File: src/rtl/rx_cmd_parser_pkg.sv
// rx_cmd_parser_pkg: shared FSM states, ASCII codes and defaults for the UART command parser
package rx_cmd_parser_pkg;
  localparam int MAX_LEN_DEF = 16;
  localparam logic [2:0] ST_IDLE = 3'd0, ST_RATE_ARG = 3'd1, ST_RATE_END = 3'd2,
                         ST_SDATA = 3'd3, ST_DRAIN = 3'd4, ST_SKIP = 3'd5;
  localparam logic [7:0] A_CR = 8'h0D, A_LF = 8'h0A, A_R = 8'h52, A_S = 8'h53,
                         A_0 = 8'h30, A_3 = 8'h33, A_9 = 8'h39;
  function automatic logic is_digit(input logic [7:0] b);
    return b >= A_0 && b <= A_9;
  endfunction
endpackage

File: src/rtl/rx_cmd_parser_buf.sv
// cmd_buf: digit store for one display command with write count and read pointer
module cmd_buf
  import rx_cmd_parser_pkg::*;
#(
  parameter int MAX_LEN = MAX_LEN_DEF,
  localparam int CW = $clog2(MAX_LEN + 1),
  localparam int AW = (MAX_LEN > 1) ? $clog2(MAX_LEN) : 1
) (
  input  logic          clk,
  input  logic          reset,
  input  logic          clr_i,
  input  logic          wr_i,
  input  logic [7:0]    wdata_i,
  input  logic          rd_i,
  output logic [CW-1:0] cnt_o,
  output logic          full_o,
  output logic          last_o,
  output logic [7:0]    rdata_o
);
  logic [7:0] mem_q [MAX_LEN];
  logic [CW-1:0] cnt_q, rd_q;
  always_ff @(posedge clk) begin
    if (reset || clr_i) begin
      cnt_q <= '0;
      rd_q  <= '0;
    end else begin
      if (wr_i && !full_o) cnt_q <= cnt_q + 1'b1;
      if (rd_i) rd_q <= rd_q + 1'b1;
    end
  end
  always_ff @(posedge clk) if (wr_i && !full_o) mem_q[cnt_q[AW-1:0]] <= wdata_i;
  assign cnt_o   = cnt_q;
  assign full_o  = cnt_q == CW'(MAX_LEN);
  assign last_o  = rd_q + 1'b1 == cnt_q;
  assign rdata_o = mem_q[rd_q[AW-1:0]];
endmodule

File: src/rtl/rx_cmd_parser.sv
// rx_cmd_parser: parses "R<d>CR" rate and "S<digits>CR" display commands; display digits
// reach the FIFO only after the closing CR, so a broken command never leaks partial data
module rx_cmd_parser
  import rx_cmd_parser_pkg::*;
#(
  parameter int MAX_LEN = MAX_LEN_DEF
) (
  input  logic       clk,
  input  logic       reset,
  input  logic [7:0] iRX_DATA,
  input  logic       iRX_VALID,
  input  logic       iFIFO_FULL,
  output logic       oWR_EN,
  output logic [7:0] oWR_DATA,
  output logic [1:0] oRATE,
  output logic       oSTART,
  output logic       oERR,
  output logic       oBUSY
);
  localparam int CW = $clog2(MAX_LEN + 1);
  logic [2:0] state_q, state_d;
  logic [1:0] rate_q, rate_d, prate_q, prate_d;
  logic err_q, err_d, start_q, start_d, clr, wr, full, last;
  logic [CW-1:0] cnt;
  logic [7:0] rdata;
  cmd_buf #(.MAX_LEN(MAX_LEN)) u_buf (
    .clk(clk), .reset(reset), .clr_i(clr), .wr_i(wr), .wdata_i(iRX_DATA), .rd_i(oWR_EN),
    .cnt_o(cnt), .full_o(full), .last_o(last), .rdata_o(rdata)
  );
  always_comb begin
    state_d = state_q;
    rate_d  = rate_q;
    prate_d = prate_q;
    err_d   = 1'b0;
    start_d = 1'b0;
    clr     = 1'b0;
    wr      = 1'b0;
    if (state_q == ST_DRAIN) begin
      err_d = iRX_VALID;
      if (oWR_EN && last) begin
        state_d = ST_IDLE;
        start_d = 1'b1;
      end
    end else if (iRX_VALID) begin
      case (state_q)
        ST_IDLE:
          if (iRX_DATA == A_R) state_d = ST_RATE_ARG;
          else if (iRX_DATA == A_S) begin
            state_d = ST_SDATA;
            clr     = 1'b1;
          end else if (iRX_DATA != A_CR && iRX_DATA != A_LF) begin
            err_d   = 1'b1;
            state_d = ST_SKIP;
          end
        ST_RATE_ARG:
          if (iRX_DATA >= A_0 && iRX_DATA <= A_3) begin
            prate_d = iRX_DATA[1:0];
            state_d = ST_RATE_END;
          end else begin
            err_d   = 1'b1;
            state_d = (iRX_DATA == A_CR) ? ST_IDLE : ST_SKIP;
          end
        ST_RATE_END: begin
          err_d   = iRX_DATA != A_CR;
          state_d = err_d ? ST_SKIP : ST_IDLE;
          rate_d  = err_d ? rate_q : prate_q;
        end
        ST_SDATA:
          if (is_digit(iRX_DATA) && !full) wr = 1'b1;
          else if (iRX_DATA == A_CR && cnt != '0) state_d = ST_DRAIN;
          else begin
            err_d   = 1'b1;
            state_d = (iRX_DATA == A_CR) ? ST_IDLE : ST_SKIP;
          end
        ST_SKIP: state_d = (iRX_DATA == A_CR) ? ST_IDLE : ST_SKIP;
        default: state_d = ST_IDLE;
      endcase
    end
  end
  always_ff @(posedge clk) begin
    if (reset) begin
      state_q <= ST_IDLE;
      rate_q  <= 2'b00;
      prate_q <= 2'b00;
      err_q   <= 1'b0;
      start_q <= 1'b0;
    end else begin
      state_q <= state_d;
      rate_q  <= rate_d;
      prate_q <= prate_d;
      err_q   <= err_d;
      start_q <= start_d;
    end
  end
  assign oBUSY    = state_q == ST_DRAIN;
  assign oWR_EN   = oBUSY && !iFIFO_FULL;
  assign oWR_DATA = oWR_EN ? rdata : 8'h00;
  assign oRATE    = rate_q;
  assign oSTART   = start_q;
  assign oERR     = err_q;
endmodule
File: config.mk
export PLATFORM = sky130hd
export DESIGN_NAME = rx_cmd_parser
export DESIGN_NICKNAME = d
export VERILOG_FILES = /design/src/rtl/rx_cmd_parser_pkg.sv /design/src/rtl/rx_cmd_parser_buf.sv /design/src/rtl/rx_cmd_parser.sv
export SDC_FILE = /design/constraint.sdc
export NUM_CORES = 1
export LEC_CHECK = 0
export CAP_MARGIN = 15
export CORE_MARGIN = 5
export CORE_UTILIZATION = 40
export DETAILED_ROUTE_END_ITERATION = 10
export SLEW_MARGIN = 20
export SYNTH_ARGS = -nofsm -noshare
export SYNTH_HDL_FRONTEND = slang
export SYNTH_HIERARCHICAL = 1
export SYNTH_SLANG_ARGS = --single-unit
File: constraint.sdc
create_clock -name clk -period 3.05 [get_ports clk]
set_input_delay 0.61 -clock clk [delete_from_list [all_inputs] [get_ports clk]]
set_output_delay 0.61 -clock clk [all_outputs]
set_load 0.01 [all_outputs]
==> impl_metrics.prom <==
# TYPE chip_impl_metric gauge
chip_impl_metric{name="die-width",unit="microns"} 136
chip_impl_info{name="clockRootBuffer",value="sky130_fd_sc_hd__clkbuf_16"} 1
chip_impl_info{name="reg2reg_to",value="u_buf/cnt_o[2]$_SDFFE_PP0P_"} 1
chip_impl_metric{name="final_antenna_net_count",unit=""} 0
chip_impl_metric{name="fin_crit",unit="ps"} 2960
chip_impl_metric{name="detailed_route_iter0_violations",unit=""} 315
chip_impl_metric{name="placedCellCount",unit=""} 641
chip_impl_metric{name="rd_place_congestion",unit=""} 0.853
chip_impl_metric{name="cts.htree.levels",unit=""} 4
chip_impl_info{name="hold_path_end",value="prate_q[1]$_SDFFE_PP0P_"} 1
chip_impl_metric{name="timing_hold_violations_final",unit=""} 0
chip_impl_metric{name="crit_required",unit="ps"} 2440
chip_impl_metric{name="die_area",unit="sq um"} 18600
chip_impl_metric{name="cts-hold-fix-buffers",unit=""} 0
chip_impl_info{name="worstSetupPathType",value="reg2out"} 1
chip_impl_metric{name="synth.yosys.warnings",unit=""} 6
chip_impl_metric{name="setup-violations-final",unit=""} 0
chip_impl_metric{name="vias_in_the_first_global_route",unit=""} 3663
chip_impl_metric{name="syn_area",unit="sq um"} 6380
chip_impl_metric{name="drt-pass1-iter-count",unit=""} 6
chip_impl_metric{name="dp_slack",unit="ps"} 59.3
chip_impl_metric{name="timing.final.max_slew_violations",unit=""} 0
chip_impl_metric{name="final_min_period_over_clock_period",unit="%"} 96.9
chip_impl_info{name="cts_tree",value="built"} 1
chip_impl_info{name="hold_start",value="prate_q[1]$_SDFFE_PP0P_"} 1
chip_impl_metric{name="netlist.area_leader.share",unit="%"} 60.3
chip_impl_metric{name="numClockSinks",unit=""} 151
chip_impl_metric{name="route.vias.total",unit=""} 3661
chip_impl_metric{name="worst_hold_slack",unit="ps"} 498
chip_impl_metric{name="num_antenna_cells",unit=""} 0
chip_impl_metric{name="maxClockFrequency",unit="MHz"} 338
chip_impl_info{name="min_path_type",value="reg2reg"} 1
chip_impl_metric{name="io_buffer_count",unit=""} 25
chip_impl_metric{name="syn_avg_cell_area",unit="sq um"} 16.6
chip_impl_metric{name="slew_headroom",unit="%"} 68.8
chip_impl_metric{name="final_net_count",unit=""} 471
chip_impl_info{name="startpoint_type",value="flip-flop"} 1
chip_impl_metric{name="hpwlAfterDp",unit="microns"} 9310
chip_impl_metric{name="critPathArrivalTime",unit="ps"} 2350
chip_impl_metric{name="detail_route.vias_per_cell",unit=""} 5.36
chip_impl_metric{name="core-area",unit="sq um"} 15800
chip_impl_metric{name="timing.critical_path.fanout_max",unit=""} 9
chip_impl_metric{name="globalRouteTotalUtil",unit="%"} 16.6
chip_impl_metric{name="worst_skew_pair.late_latency",unit="ps"} 420
chip_impl_metric{name="clkSlewWorstSetupHoldPaths",unit="ps"} 60
chip_impl_metric{name="post_route_cells_drive_above_1_share",unit="%"} 25.5
chip_impl_info{name="ys_dominant_reg_cell",value="sky130_fd_sc_hd__edfxtp_1"} 1
chip_impl_metric{name="floorplan.rows",unit=""} 46
chip_impl_metric{name="global_route.overflow_total",unit=""} 0
chip_impl_metric{name="p_per_area",unit="nW/um^2"} 601
chip_impl_info{name="worst_r2r_startpoint",value="u_buf/cnt_o[0]$_SDFFE_PP0P_"} 1
chip_impl_metric{name="fin_worst_skew",unit="ps"} 7.94
chip_impl_metric{name="whs_path_depth",unit=""} 2
chip_impl_info{name="cp_cell_sequence",value="buf_12, mux4_2, a22oi_2, nand2_1, and2_1, dlygate4sd2_1"} 1
chip_impl_metric{name="wl_per_cell",unit="microns"} 21.0
chip_impl_metric{name="worst-path-buf-inv",unit=""} 2
chip_impl_metric{name="pin_count_of_the_biggest_net_entering_global_routing",unit=""} 33
chip_impl_metric{name="grt_first_pass_wirelength",unit="microns"} 22000
chip_impl_metric{name="io_pins",unit=""} 26
chip_impl_metric{name="tns",unit="ps"} 0
chip_impl_info{name="synth_top_area_cell",value="sky130_fd_sc_hd__edfxtp_1"} 1
chip_impl_metric{name="die_height",unit="microns"} 136
chip_impl_metric{name="synth-seq-area-share",unit="%"} 67.5
chip_impl_metric{name="synth_cell_type_count",unit=""} 55
chip_impl_info{name="critPathTopFamily",value="multiplexers"} 1
chip_impl_metric{name="power.leakage",unit="uW"} 0.00268
chip_impl_metric{name="maxCapViolCount",unit=""} 0
chip_impl_metric{name="detail_route.drc_violations",unit=""} 0
chip_impl_metric{name="ctsLongestPathBuffers",unit=""} 2
chip_impl_metric{name="totalWireLength",unit="microns"} 14300
chip_impl_metric{name="reg2reg_slack",unit="ps"} 340
chip_impl_metric{name="crit_path_max_incr_delay",unit="ps"} 550
chip_impl_metric{name="area.growth.synth_to_final",unit="%"} 22.8
chip_impl_metric{name="setup_slack",unit="ps"} 93.9
chip_impl_info{name="synth_top_cells_by_area",value="sky130_fd_sc_hd__edfxtp_1 (60%), sky130_fd_sc_hd__dfxtp_1 (7.2%), sky130_fd_sc_hd__mux4_2 (6.4%)"} 1
chip_impl_metric{name="ir_worst_vdd",unit="V"} 0.000357
chip_impl_info{name="status",value="complete, no violations"} 1
chip_impl_metric{name="floorplan.initialDensity",unit="%"} 40.4
chip_impl_metric{name="asyncSetResetFlopFracSynth",unit="%"} 0
chip_impl_metric{name="synthesis.nets",unit=""} 400
chip_impl_metric{name="ys_ff_latch",unit=""} 151
chip_impl_metric{name="synth-edff-count",unit=""} 128
chip_impl_metric{name="gate_count_after_technology_mapping",unit=""} 383
chip_impl_metric{name="cts_made_buffers",unit=""} 17
chip_impl_metric{name="r2r.worst_path.cells",unit=""} 9
chip_impl_info{name="end_kind",value="output port"} 1
chip_impl_metric{name="max_slew.worst_pin.slew",unit="ps"} 462
chip_impl_metric{name="antenna_violations_before_repair",unit=""} 0
chip_impl_info{name="critical-path-slowest-cell",value="sky130_fd_sc_hd__mux4_2"} 1
chip_impl_metric{name="fin_cells",unit=""} 683
chip_impl_info{name="grt_setup_unrepaired",value="true"} 1
chip_impl_metric{name="total_power_of_the_final_layout",unit="uW"} 4710
## synth_stat cells, types with 2 or more instances
library cell	instances
sky130_fd_sc_hd__a22oi_1	16
sky130_fd_sc_hd__nand2b_1	4
sky130_fd_sc_hd__clkbuf_1	3
sky130_fd_sc_hd__nand3_1	6
sky130_fd_sc_hd__nor4_1	2
sky130_fd_sc_hd__nand4_1	3
sky130_fd_sc_hd__inv_1	8
sky130_fd_sc_hd__buf_2	7
sky130_fd_sc_hd__a21oi_1	5
sky130_fd_sc_hd__a21o_1	2
sky130_fd_sc_hd__clkdlybuf4s25_2	3
sky130_fd_sc_hd__nand3b_1	2
sky130_fd_sc_hd__ha_1	5
sky130_fd_sc_hd__o21ai_0	7
sky130_fd_sc_hd__and2_1	11
sky130_fd_sc_hd__xnor2_1	4
sky130_fd_sc_hd__dfxtp_1	23
sky130_fd_sc_hd__nor2_1	30
sky130_fd_sc_hd__nand2_1	17
sky130_fd_sc_hd__a211oi_1	4
sky130_fd_sc_hd__edfxtp_1	128
sky130_fd_sc_hd__or4_1	4
sky130_fd_sc_hd__nor2b_1	2
sky130_fd_sc_hd__xor2_1	7
sky130_fd_sc_hd__and3_1	6
sky130_fd_sc_hd__buf_6	3
sky130_fd_sc_hd__mux4_1	14
sky130_fd_sc_hd__or3b_2	2
sky130_fd_sc_hd__nand4bb_1	2
sky130_fd_sc_hd__mux4_2	18
sky130_fd_sc_hd__mux2i_1	7
sky130_fd_sc_hd__nor3_1	5
## metrics by stage
| step | util (%) | area (sq um) |
|---|---|---|
| after floorplan | - | 6380 |
| after global placement | 44.9 | 7080 |
| after detailed placement | 44.9 | 7080 |
| after CTS | 49.2 | 7750 |
| after global routing | 49.7 | 7830 |
| final | 49.7 | 7830 |
## layer usage
layer / vias to the layer above / routed length [microns] / GRT usage (%)
li1: 1676 / - / -
met1: 1839 / 6050 / 21.7
met2: 124 / 7330 / 27.2
met3: 22 / 691 / 3.92
met4: 0 / 236 / 5.82
met5: - / 0 / 0
## area by class of cell
cell class                 instances  area, sq um
fill                            1348         7940
sequential                       151         4310
multi-input combinational        206         1960
timing repair buffer              70          656
clock buffer                      17          425
tap                              216          270
clock inverter                    15          176
inverter                           8         30.0
## cell usage in the layout (no fill, tap or decap), drive strengths merged, types with 2 or more instances in the layout
master and count:
a211oi 5, nor2 30, nand3b 2, ha 5, mux2i 7, dlygate4sd2 7
clkdlybuf4s50 17, mux4 32, bufinv 3, or4 4, buf 45, o21ai 8
xor2 7, and2 11, nand2 17, nor4 2, clkinv 10, xnor2 4
inv 10, clkbuf 17, nand4bb 2, a21oi 5, edfxtp 128, or3b 2
a22oi 16, nand3 6, nand4 3, nand2b 4, a21o 2, nor2b 2
nor3 6, dfxtp 23, and3 6
## timing repair
action,in CTS,in global routing
endpoints found under the setup margin,8,2
gates resized for setup,22,7
pin swaps,4,3
cloned,1,0
setup buffers,2,7
## cells by family after synthesis
kind of cell	share of synthesized area (%)
compound gates	4.96
xor+xnor	1.86
fa+ha+maj	0.981
buf+inv	2.39
flops	67.5
mux	13.2
simple gates	9.07
## how the worst max path moves through the flow
| stage | startpoint | to | slack [ps] | cells after the start |
|---|---|---|---|---|
| floorplan | u_buf/cnt_o[0]$_SDFFE_PP0P_ | u_buf/mem_q[4][0]$_DFFE_PP_ | 320 | 9 |
| global placement | iRX_DATA[5] | oERR$_SDFF_PP0_ | 90 | 7 |
| detailed placement | iRX_DATA[4] | u_buf/mem_q[11][2]$_DFFE_PP_ | 60 | 7 |
| CTS | flip-flop | oWR_DATA[7] | -50 | 6 |
| global route | flip-flop | oWR_DATA[1] | -2 | 7 |
| finish | flip-flop | oWR_DATA[2] | 90 | 6 |
## registers in the layout, summed over array words and instances, names as in the netlist, named ones only
name	count
oSTART	1
oERR	1
prate_q	2
u_buf/cnt_o	5
state_q	3
u_buf/mem_q	128
u_buf/rd_q	5
oRATE	2
## worst register-to-register path, cell delays in order (launching register included)
cell and delay (ps):
sky130_fd_sc_hd__dfxtp_1 450, sky130_fd_sc_hd__inv_1 120, sky130_fd_sc_hd__ha_1 260, sky130_fd_sc_hd__nand4bb_1 150, sky130_fd_sc_hd__inv_1 110, sky130_fd_sc_hd__nor4_1 380
sky130_fd_sc_hd__and2_1 390, sky130_fd_sc_hd__inv_1 140, sky130_fd_sc_hd__or4_1 490, sky130_fd_sc_hd__a21oi_1 150
## power by group
group	total [uW]	switching, uW	internal (uW)
sequential	2270	21.1	2250
clock	2100	815	1290
combinational	337	158	179
total	4710	994	3710
Note: power is estimated with default switching activity, not from simulation.
